[src/rtl/rs_encoder_serial.sv]
// rs_encoder_serial: systematic RS(255,239) encoder over GF(256), one byte per cycle in and out
module gf256_mul (
  input  logic [7:0] a,
  input  logic [7:0] b,
  output logic [7:0] y
);
  logic [7:0] x;
  always_comb begin
    y = '0;
    x = a;
    for (int i = 0; i < 8; i++) begin
      y = y ^ (b[i] ? x : 8'h00);
      x = {x[6:0], 1'b0} ^ (x[7] ? 8'h1d : 8'h00);
    end
  end
endmodule

module rs_encoder_serial (
  input  logic       clk,
  input  logic       rst_n,
  input  logic [7:0] in_data,
  input  logic       in_valid,
  output logic       in_ready,
  output logic [7:0] out_data,
  output logic       out_valid,
  input  logic       out_ready,
  output logic       out_sop,
  output logic       out_eop
);
  localparam logic [1:0] IDLE = 2'd0, DATA = 2'd1, PARITY = 2'd2;

  function automatic logic [7:0] cmul(input logic [7:0] a, input logic [7:0] b);
    logic [7:0] r, x;
    r = '0;
    x = a;
    for (int i = 0; i < 8; i++) begin
      r = r ^ (b[i] ? x : 8'h00);
      x = {x[6:0], 1'b0} ^ (x[7] ? 8'h1d : 8'h00);
    end
    return r;
  endfunction

  // g(x) = prod (x + alpha^i), i=1..16, expanded at elaboration; g16 = 1 is implicit
  function automatic logic [15:0][7:0] gen_poly();
    logic [16:0][7:0] c;
    logic [7:0] root;
    c = '0;
    c[0] = 8'h01;
    root = 8'h01;
    for (int i = 1; i <= 16; i++) begin
      root = cmul(root, 8'h02);
      for (int j = 16; j >= 1; j--) c[j] = c[j-1] ^ cmul(root, c[j]);
      c[0] = cmul(root, c[0]);
    end
    return c[15:0];
  endfunction

  localparam logic [15:0][7:0] G = gen_poly();

  logic [1:0] state;
  logic [7:0] mcnt;
  logic [3:0] pcnt;
  logic [15:0][7:0] p, prod;
  logic [7:0] fb;
  logic advance, in_fire, par_fire;

  assign advance  = out_ready | ~out_valid;
  assign in_ready = rst_n & advance & (state != PARITY);
  assign in_fire  = in_valid & in_ready;
  assign par_fire = advance & (state == PARITY);
  assign fb       = in_data ^ p[15];

  for (genvar j = 0; j < 16; j++) begin : g_mul
    gf256_mul u_mul (.a(G[j]), .b(fb), .y(prod[j]));
  end

  // pcnt wraps 15->0 on the last parity byte, so it is already clear back in IDLE
  always_ff @(posedge clk or negedge rst_n) begin
    if (!rst_n) begin
      state     <= IDLE;
      mcnt      <= '0;
      pcnt      <= '0;
      p         <= '0;
      out_data  <= '0;
      out_valid <= 1'b0;
      out_sop   <= 1'b0;
      out_eop   <= 1'b0;
    end else begin
      if (in_fire) begin
        p     <= {p[14:0], 8'h00} ^ prod;
        state <= (mcnt == 8'd238) ? PARITY : DATA;
        mcnt  <= (mcnt == 8'd238) ? mcnt : mcnt + 8'd1;
      end else if (par_fire) begin
        p    <= {p[14:0], 8'h00};
        pcnt <= pcnt + 4'd1;
        if (pcnt == 4'd15) begin
          state <= IDLE;
          mcnt  <= '0;
        end
      end
      if (advance) begin
        out_valid <= in_fire | par_fire;
        out_data  <= in_fire ? in_data : par_fire ? p[15] : out_data;
        out_sop   <= in_fire & (mcnt == 8'd0);
        out_eop   <= par_fire & (pcnt == 4'd15);
      end
    end
  end
endmodule

[config.mk]
export PLATFORM = sky130hd
export DESIGN_NAME = rs_encoder_serial
export DESIGN_NICKNAME = d
export VERILOG_FILES = /design/src/rtl/rs_encoder_serial.sv
export SDC_FILE = /design/constraint.sdc
export NUM_CORES = 1
export LEC_CHECK = 0
export ABC_AREA = 1
export BUFFER_PORTS_ARGS = -buffer_cell sky130_fd_sc_hd__buf_2
export CORE_MARGIN = 2
export CORE_UTILIZATION = 40
export DETAILED_ROUTE_END_ITERATION = 6
export HOLD_SLACK_MARGIN = 0.1
export SLEW_MARGIN = 40
export SYNTH_ARGS = -nofsm -noshare
export SYNTH_HDL_FRONTEND = slang
export SYNTH_SLANG_ARGS = --single-unit
[constraint.sdc]
create_clock -name clk -period 1.82 [get_ports clk]
set_input_delay 0.273 -clock clk [delete_from_list [all_inputs] [get_ports clk]]
set_output_delay 0.273 -clock clk [all_outputs]
set_load 0.1 [all_outputs]
==> results of run 1 <==
sequential cells by signal, indices dropped and copies added, names as in the netlist:
| name | flops |
|---|---|
| out_data | 8 |
| pcnt | 4 |
| p | 128 |
| mcnt | 8 |
| out_valid | 1 |
| state | 2 |
| out_sop | 1 |
| out_eop | 1 |
worst min-delay path, cell delays in order:
cell     delay [ns]
buf_2          0.13
nand2_1        0.06
a31oi_1        0.07
power groups by stage:
stage,Clock (W),Combinational [W],Sequential [W]
2_1_floorplan,0,0.00897,0.00665
3_3_place_gp,0,0.0145,0.00627
3_5_place_dp,0,0.0147,0.00630
4_1_cts,0.00375,0.0158,0.00630
5_1_grt,0.00387,0.0208,0.00655
6_report,0.00369,0.0195,0.00639
per-layer routing:
layer	vias to the layer above	wire length, µm
met2	351	15500
li1	4531	-
met1	4720	14600
met3	90	1960
met5	-	0
met4	0	1370
stage by stage:
step	TNS, ns	utilization
detailed placement	-6.02	0.497
global placement	-4.11	0.497
global route	-6.31	0.613
CTS	-0.202	0.546
floorplan	-42.53	-
finish	-0.700	0.613
cell usage after synthesis, drive strengths merged:
cell type    n
o22ai       11
xor2        40
buf         50
a21oi       16
clkbuf       2
nand4       19
o211ai      50
xnor2       20
and3         1
dfrtp      153
inv         95
nor4         1
a31oi       11
nand2b       1
mux2         1
nand3      179
nand2      461
ha           4
o221ai       4
nor3         5
or2          9
o21ai       53
o21bai       1
nor2        44
final cells by class:
cell class	count	area [µm²]
Fill cell	1869	8790
Clock buffer	17	425
Sequential cell	153	3840
Multi-Input combinational cell	931	6140
Inverter	95	372
Tap cell	285	357
Timing Repair Buffer	274	2620
Clock inverter	14	164
path summary, 6_finish.rpt:
check                                    to  slack, ns  cells past startpoint
worst max register to register        p[91]      -0.08                     13
worst min-delay path            out_data[5]       0.13                      3
min in group asynchronous       out_data[2]       0.58                      4
max in group asynchronous             p[80]       0.67                      4
worst min register to register      pcnt[3]       0.49                      1
worst max-delay path                  p[91]      -0.08                     13
cells by family (layout without fill, tap and decap cells):
kind of cell    Yosys count  after routing
compound gates          146            146
xor+xnor                 60             60
fa+ha+maj                 4              4
buf+inv                 147            400
flops                   153            153
mux                       1              1
simple gates            720            720
what timing repair did:
| action | CTS | global route |
|---|---|---|
| gates cloned | 0 | 9 |
| hold buffers | 3 | 0 |
| gates resized for setup | 85 | 237 |
| pin swaps | 30 | 70 |
| endpoints found under the hold margin | 88 | 0 |
| buffers inserted | 16 | 42 |
| endpoints found under the setup margin | 101 | 118 |
==> results.toml, run 1 <==
[run_status]
status = "finished with violations"
violations = "negative setup slack"

[placed_design]
io_buffer_count = 23
gp_congestion = 0.961
place_area_um2 = 11300
dpl.cell_count = 1670
pre_cts_ws_ns = -0.153
dp_hpwl_um = 21600

[critical_path]
worstPathMaxFanout = 6
endpoint_kind = "flop"
cpPeakStageDelay_ns = 0.42
r2r-start = "p[120]"
crit_type = "reg -> reg"
cp-startpoint = "p[120]"
cp.arrival_ns = 2.23
cp_num_buf_inv = 3
critical_path_required_ns = 2.14
crit_family = "simple AND/OR/NAND/NOR gates"
cp_slowest_cell = "dfrtp_2"
cp_cell_sequence = "inv_2, nand2_2, nand2_4, buf_4, xnor2_4, buf_6, nand2_1, nand3_2, nand2_2, nand2_2, nand2_1, nand3_1, nand2_1"
start_kind = "flop"

[synth]
synth_top_family_by_area = "simple AND/OR/NAND/NOR gates"
synth_compound_area_frac = 0.0980
synth_area_leaders = "dfrtp_1 41%, nand2_1 17%, nand3_1 9.6%"
ys_ff_latch = 153
yosys_warnings = 0
yosysSeqAreaShare = 0.413
yosys.area.top_type_share = 0.413
synth-xor-area-share = 0.0688
synth-simple-area-share = 0.342
synth_area_per_cell_um2 = 7.53
synth.largest_area_cell = "dfrtp_1"
muxShareOfSynthArea = 0.00121
syn_area_um2 = 9270
syn-num-nets = 1247
netlist_instances = 1231
synth.distinct_cells = 42
synthAdderAreaFrac = 0.00540

[global_routing]
grt_use_met2 = 0.399
grt_first_pass_wirelength_um = 47800
antenna_found_initial = 0
busiest_layer = "met2"
grt_pass1_vias = 8782
grt_max_degree = 87
grt_util_all_layers = 0.255
grtUsageMet3 = 0.0371
use_met1 = 0.355
overflow = 0

[flow_run]
drv_cap = 0

[sta]
period_minus_slack_ns = 1.90
timing.final.ws_setup_ns = -0.0813
hold_slack_ns = 0.134
hold_violations = 0
worst_slew_pin_slew_ns = 0.695
max_freq_mhz = 526
slew_violations = 0
fin_crit_sh = 1.04
rsz0062_at_grt = "true"
skew_ns = 0.0103
slew_headroom = 0.536
finalSetupViolCount = 30

[routing]
vias = 9692
firstDrtPassIters = 5
drt_iter0_drc = 1024
ant_nets = 0
avgViaCountPerCell = 5.48
wl_um = 33400
wl_per_cell_um = 18.9
drc_errors = 0

[floorplanning]
die_y_um = 156
fp.dieW_um = 156
io_pins = 24
start_util = 0.408
die_area_um2 = 24400
coreArea_um2 = 22700
rows = 55

[power_and_ir_drop]
switchingPower_w = 0.0142
pwr_density_cell_nw_per_um2 = 2120
p_total_w = 0.0295
internal-power_w = 0.0153
p_leak_nw = 6.52
pwr-share-clk = 0.125
p_comb_frac = 0.659
swShare = 0.481
ir_drop_mv = 1.41
power_frac_seq = 0.216

[layout]
final_common_cell = "nand2_1"
syn2layout_area_growth_pct = 50.1
antenna_cells = 0
final_cell_mix = "320 x nand2_1, 178 x buf_4, 149 x dfrtp_1"
fin_nets = 1488
fin_cells = 1769
design_area_um2 = 13900
drive_gt1_frac = 0.412

[clock_network]
htreeDepth = 4
cts_tree = "yes"
cts_buffers = 17
clk_pin_slew_ns = 0.07
clk_path_buf_depth = 2
cts_root_buffer = "clkbuf_16"
clock_sinks = 153
clkLatencyLatePin_ns = 0.44

[hold_path]
hold_path_startpoint = "in_data[5]"
hp-class = "in -> reg"
(Power assumes the default switching activity.)
==> run 2, diff against run 1 <==
REMOVE_ABC_BUFFERS = 1   (was default)
==> results.toml, run 2 (synthesis results as in run 1) <==
[run_status]
status = "finished with violations"
violations = "negative setup slack"

[layout]
final_common_cell = "nand2_1"
reg_top3 = "p x128, mcnt x8, out_data x8"
final_util = 0.590
syn2layout_area_growth_pct = 44.6
regMostFlops = "p"
final_cell_mix = "317 x nand2_1, 159 x buf_4, 152 x dfrtp_1"
fin_cells = 1737
antenna_cells = 0
seq_area_um2 = 3830
multi_input_area_um2 = 6020
largest_register_ffs = 128
fin_nets = 1455
drive_gt1_frac = 0.377
fill_cells = 1981

[floorplanning]
die_area_um2 = 24400
coreArea_um2 = 22700
io_pins = 24
die_y_um = 156
start_util = 0.408
fp.dieW_um = 156
rows = 55

[global_routing]
antenna_found_initial = 1
grtUsageMet3 = 0.0443
busiest_layer = "met2"
grt_use_met2 = 0.385
grt_util_all_layers = 0.247
overflow = 0
use_met1 = 0.348
grt_pass1_vias = 8357
grt_max_degree = 154
grt_first_pass_wirelength_um = 45900

[sta]
period_minus_slack_ns = 1.89
hold_violations = 0
timing.final.ws_setup_ns = -0.0702
slew_headroom = 0.677
skew_ns = 0.00963
worst_slew_pin_slew_ns = 0.488
fin_crit_sh = 1.04
max_freq_mhz = 529
slew_violations = 0
finalSetupViolCount = 9
rsz0062_at_grt = "true"

[routing]
drc_errors = 0
firstDrtPassIters = 5
vias = 9311
drt_iter0_drc = 797
avgViaCountPerCell = 5.36
wl_um = 31200
wl_per_cell_um = 18.0
ant_nets = 0

[critical_path]
endpoint_kind = "flop"
reg2reg_depth = 9
worstPathMaxFanout = 8
start_kind = "flop"
crit_type = "reg -> reg"
critical_path_required_ns = 2.12
cp.arrival_ns = 2.19

[clock_network]
cts_tree = "yes"
clkLatencyLatePin_ns = 0.43
cts_root_buffer = "clkbuf_16"
clk_pin_slew_ns = 0.07
clock_sinks = 153
htreeDepth = 4
cts_buffers = 17
clk_path_buf_depth = 2

[placed_design]
gp_congestion = 0.968
dpl.cell_count = 1657
io_buffer_count = 23
dp_hpwl_um = 21200

[power_and_ir_drop]
pwr_density_cell_nw_per_um2 = 2150
p_leak_nw = 6.30
ir_drop_mv = 1.02

[flow_run]
drv_cap = 0

[hold_path]
holdPathStages = 3
hp-class = "in -> reg"
[run 2: changes by cell type in the layout (fill, tap and decap cells not counted), sizes merged]
cell	delta
buf	-30
clkinvlp	-1
clkbuf	-3
inv	+3
bufinv	-1
[run 2: per-layer routing]
layer / part of all wire / wire length [µm]
met5: 0 / 0
met4: 0.026 / 807
met1: 0.45 / 14100
met3: 0.053 / 1650
met2: 0.47 / 14600
[run 2: critical path, stage by stage (launching register included)]
cell,delay [ns]
dfrtp_1,0.38
inv_2,0.08
nor2_4,0.04
nor2_1,0.10
and3_4,0.37
clkbuf_16,0.21
buf_4,0.12
o21ai_0,0.07
a21oi_1,0.23
o221ai_1,0.15
[run 2: what timing repair did]
action                                  CTS  global route
cloned                                    0             4
endpoints found under the setup margin   79           116
resized for setup                        64           284
pin swaps                                18            81
buffers inserted                         11            30
hold buffers                              3             0
hold endpoints to repair                105             0
[run 2: metrics by stage]
step	power [W]	instance area, µm²	hold WS (ns)	setup WS (ns)	setup TNS, ns
2_1_floorplan	0.0143	8970	-0.0226	-3.40	-440.84
3_3_place_gp	0.0205	10900	0.465	-0.191	-4.91
3_5_place_dp	0.0207	10900	0.466	-0.198	-5.91
4_1_cts	0.0252	11900	0.107	-0.0626	-0.0684
5_1_grt	0.0305	13400	0.142	-0.170	-4.53
6_report	0.0288	13400	0.129	-0.0702	-0.175
[run 2: worst paths after layout]
check                           start           to  slack, ns
min reg2reg                   pcnt[3]      pcnt[3]       0.48
min                        in_data[4]  out_data[4]       0.13
max in group asynchronous       rst_n       p[127]       0.62
max                         out_valid         p[8]      -0.07
min in group asynchronous       rst_n        p[51]       0.44
max reg2reg                 out_valid         p[8]      -0.07
[run 2: where the power goes]
| part | switching (W) | internal [W] |
|---|---|---|
| logic | 0.0110 | 0.00790 |
| clock network | 0.00165 | 0.00194 |
| registers | 0.00131 | 0.00500 |
| total | 0.0139 | 0.0148 |
[run 2: area by class of cell]
cell class,instances,share of cell area
Multi-Input combinational cell,931,0.449
Clock buffer,17,0.0317
Inverter,95,0.0286
Clock inverter,15,0.0117
Tap cell,285,0.0266
Timing Repair Buffer,241,0.167
Sequential cell,153,0.286
==> run 3, diff against run 2 <==
ABC_AREA = 0   (was 1)
==> results.toml, run 3 <==
[run_status]
status = "finished with violations"
violations = "design-rule violations, negative hold slack, negative setup slack"

[critical_path]
endpoint_kind = "flop"
start_kind = "flop"
cp_cell_sequence = "buf_12, xor2_4, buf_6, xnor2_4, buf_6, xnor3_2, and3_4, nor3_2"
cpPeakStageDelay_ns = 0.49
cp.arrival_ns = 2.55
critical_path_required_ns = 2.17
cpMostUsedCell = "buf_6"
crit_type = "reg -> reg"
cp_slowest_cell = "dfrtp_2"
worstPathMaxFanout = 4

[global_routing]
grt_max_degree = 104
overflow = 0
antenna_found_initial = 0
grt_first_pass_wirelength_um = 48500
grt_use_met2 = 0.413
grt_pass1_vias = 8493
busiest_layer = "met2"
grtUsageMet3 = 0.0435
use_met1 = 0.341
grt_util_all_layers = 0.256

[synth]
syn_area_um2 = 9520
muxShareOfSynthArea = 0.0118
synth_compound_area_frac = 0.156
synth_top_family_by_area = "XOR/XNOR gates"
synthAdderAreaFrac = 0.00526
yosysMostFrequentCell = "dfrtp_1"
ys_dominant_reg_cell = "dfrtp_1"
synth-simple-area-share = 0.160
synth_area_per_cell_um2 = 10.2
netlist_instances = 930
yosys_warnings = 0
synth-xor-area-share = 0.223
yosys.area.top_type_share = 0.402
synth_commonest_cells = "153 x dfrtp_1, 87 x nor2_1, 85 x nor3_1, 52 x o22ai_1, 51 x o21ai_0"
ys_ff_latch = 153
synth_area_leaders = "dfrtp_1 40%, xnor3_1 8.3%, nor3_1 4.5%"
async_reset_ff_frac = 1.00
yosysSeqAreaShare = 0.402
synth.distinct_cells = 54
synth_edf_count = 0
synth.largest_area_cell = "dfrtp_1"

[routing]
wl_um = 35400
drc_errors = 14
drt_iter0_drc = 854
wl_per_cell_um = 23.0
firstDrtPassIters = 7
avgViaCountPerCell = 5.95
ant_nets = 0
vias = 9149

[layout]
drive_gt1_frac = 0.512
syn2layout_area_growth_pct = 59.5
regMostFlops = "p"
fin_nets = 1222
final_util = 0.648
largest_register_ffs = 128
reg_top3 = "p x128, mcnt x8, out_data x8"
final_cell_mix = "152 x buf_4, 149 x dfrtp_1, 92 x buf_6"
final_common_cell = "buf_4"
antenna_cells = 0

[clock_network]
clk_pin_slew_ns = 0.07
cts_buffers = 17
clock_sinks = 153
htreeDepth = 4
clk_path_buf_depth = 2
clkLatencyLatePin_ns = 0.44
cts_tree = "yes"
hold_buffers = 3
cts_root_buffer = "clkbuf_16"

[sta]
worst_slew_pin_slew_ns = 0.721
hold_slack_ns = -0.138
period_minus_slack_ns = 2.20
slew_violations = 0
hold_violations = 99
finalSetupViolCount = 112
rsz0062_at_grt = "true"
fin_crit_sh = 1.21
skew_ns = 0.0160
timing.final.ws_setup_ns = -0.377
slew_headroom = 0.519
tns_ns = -26.32
max_freq_mhz = 455

[floorplanning]
die_y_um = 158
coreArea_um2 = 23400
die_area_um2 = 25000
start_util = 0.407
rows = 56
io_pins = 24
fp.dieW_um = 158

[placed_design]
dp_hpwl_um = 18800
io_buffer_count = 23
gp_congestion = 0.826

[flow_run]
drv_cap = 0

[hold_path]
hp-class = "in -> async"
-- run 3: layout make-up --
| type | count | area, µm² |
|---|---|---|
| clock inverters | 15 | 131 |
| flip-flops and latches | 153 | 3830 |
| clock buffers | 17 | 425 |
| fillers | 1596 | 8230 |
| multi-input cells | 679 | 6940 |
| inverters | 34 | 128 |
| well taps | 319 | 399 |
| repair buffers | 321 | 3320 |
-- run 3: cells by family after synthesis --
logic type,Yosys count
multiplexers,11
XOR/XNOR,139
adder cells (fa/ha/maj),4
buffers and inverters,98
flip-flops,153
AO/OA/AOI/OAI,214
AND/OR/NAND/NOR,311
-- run 3: timing repair --
item,in CTS,in global routing
endpoints found under the hold margin,102,99
gates resized for setup,237,196
buffers inserted,59,66
endpoints found under the setup margin,116,133
gates cloned,1,1
pin swaps,111,110
-- run 3: worst paths after layout --
| kind | start | endpoint | slack [ns] | depth (start not counted) |
|---|---|---|---|---|
| setup reg to reg | p[124] | p[21] | -0.38 | 8 |
| setup / recovery | p[124] | p[21] | -0.38 | 8 |
| max in group asynchronous | rst_n | p[125] | 0.76 | 3 |
| min in group clk | in_data[3] | out_data[3] | 0.11 | 3 |
| hold reg to reg | pcnt[3] | pcnt[3] | 0.47 | 1 |
| hold / removal | rst_n | mcnt[7] | -0.14 | 2 |
-- run 3: critical path: cells and delay by family (launching register included) --
family | cells | cell delay [ns]
xor+xnor | 3 | 0.83
flops | 1 | 0.49
buf+inv | 3 | 0.45
simple gates | 2 | 0.34
-- run 3: stage by stage --
stage | std cells | hold slack [ns] | worst slack, ns | area, µm²
finish | 1538 | -0.138 | -0.377 | 15200
global route | 1538 | -0.0691 | -0.418 | 15200
CTS | 1485 | -0.0868 | -0.296 | 13800
detailed placement | 1396 | 0.383 | -0.330 | 11500
global placement | 1396 | 0.376 | -0.290 | 11500
floorplan | 866 | -0.0226 | -7.27 | 9240
-- run 3: layer usage --
metal  vias up  share of wire
li1       3942              -
met1      4587           0.38
met2       481           0.50
met3       139          0.070
met4         0          0.052
met5         -              0
Power of run 3 is not shown: default switching activity piles up to over one toggle a cycle in this logic, so the estimate is an artifact.
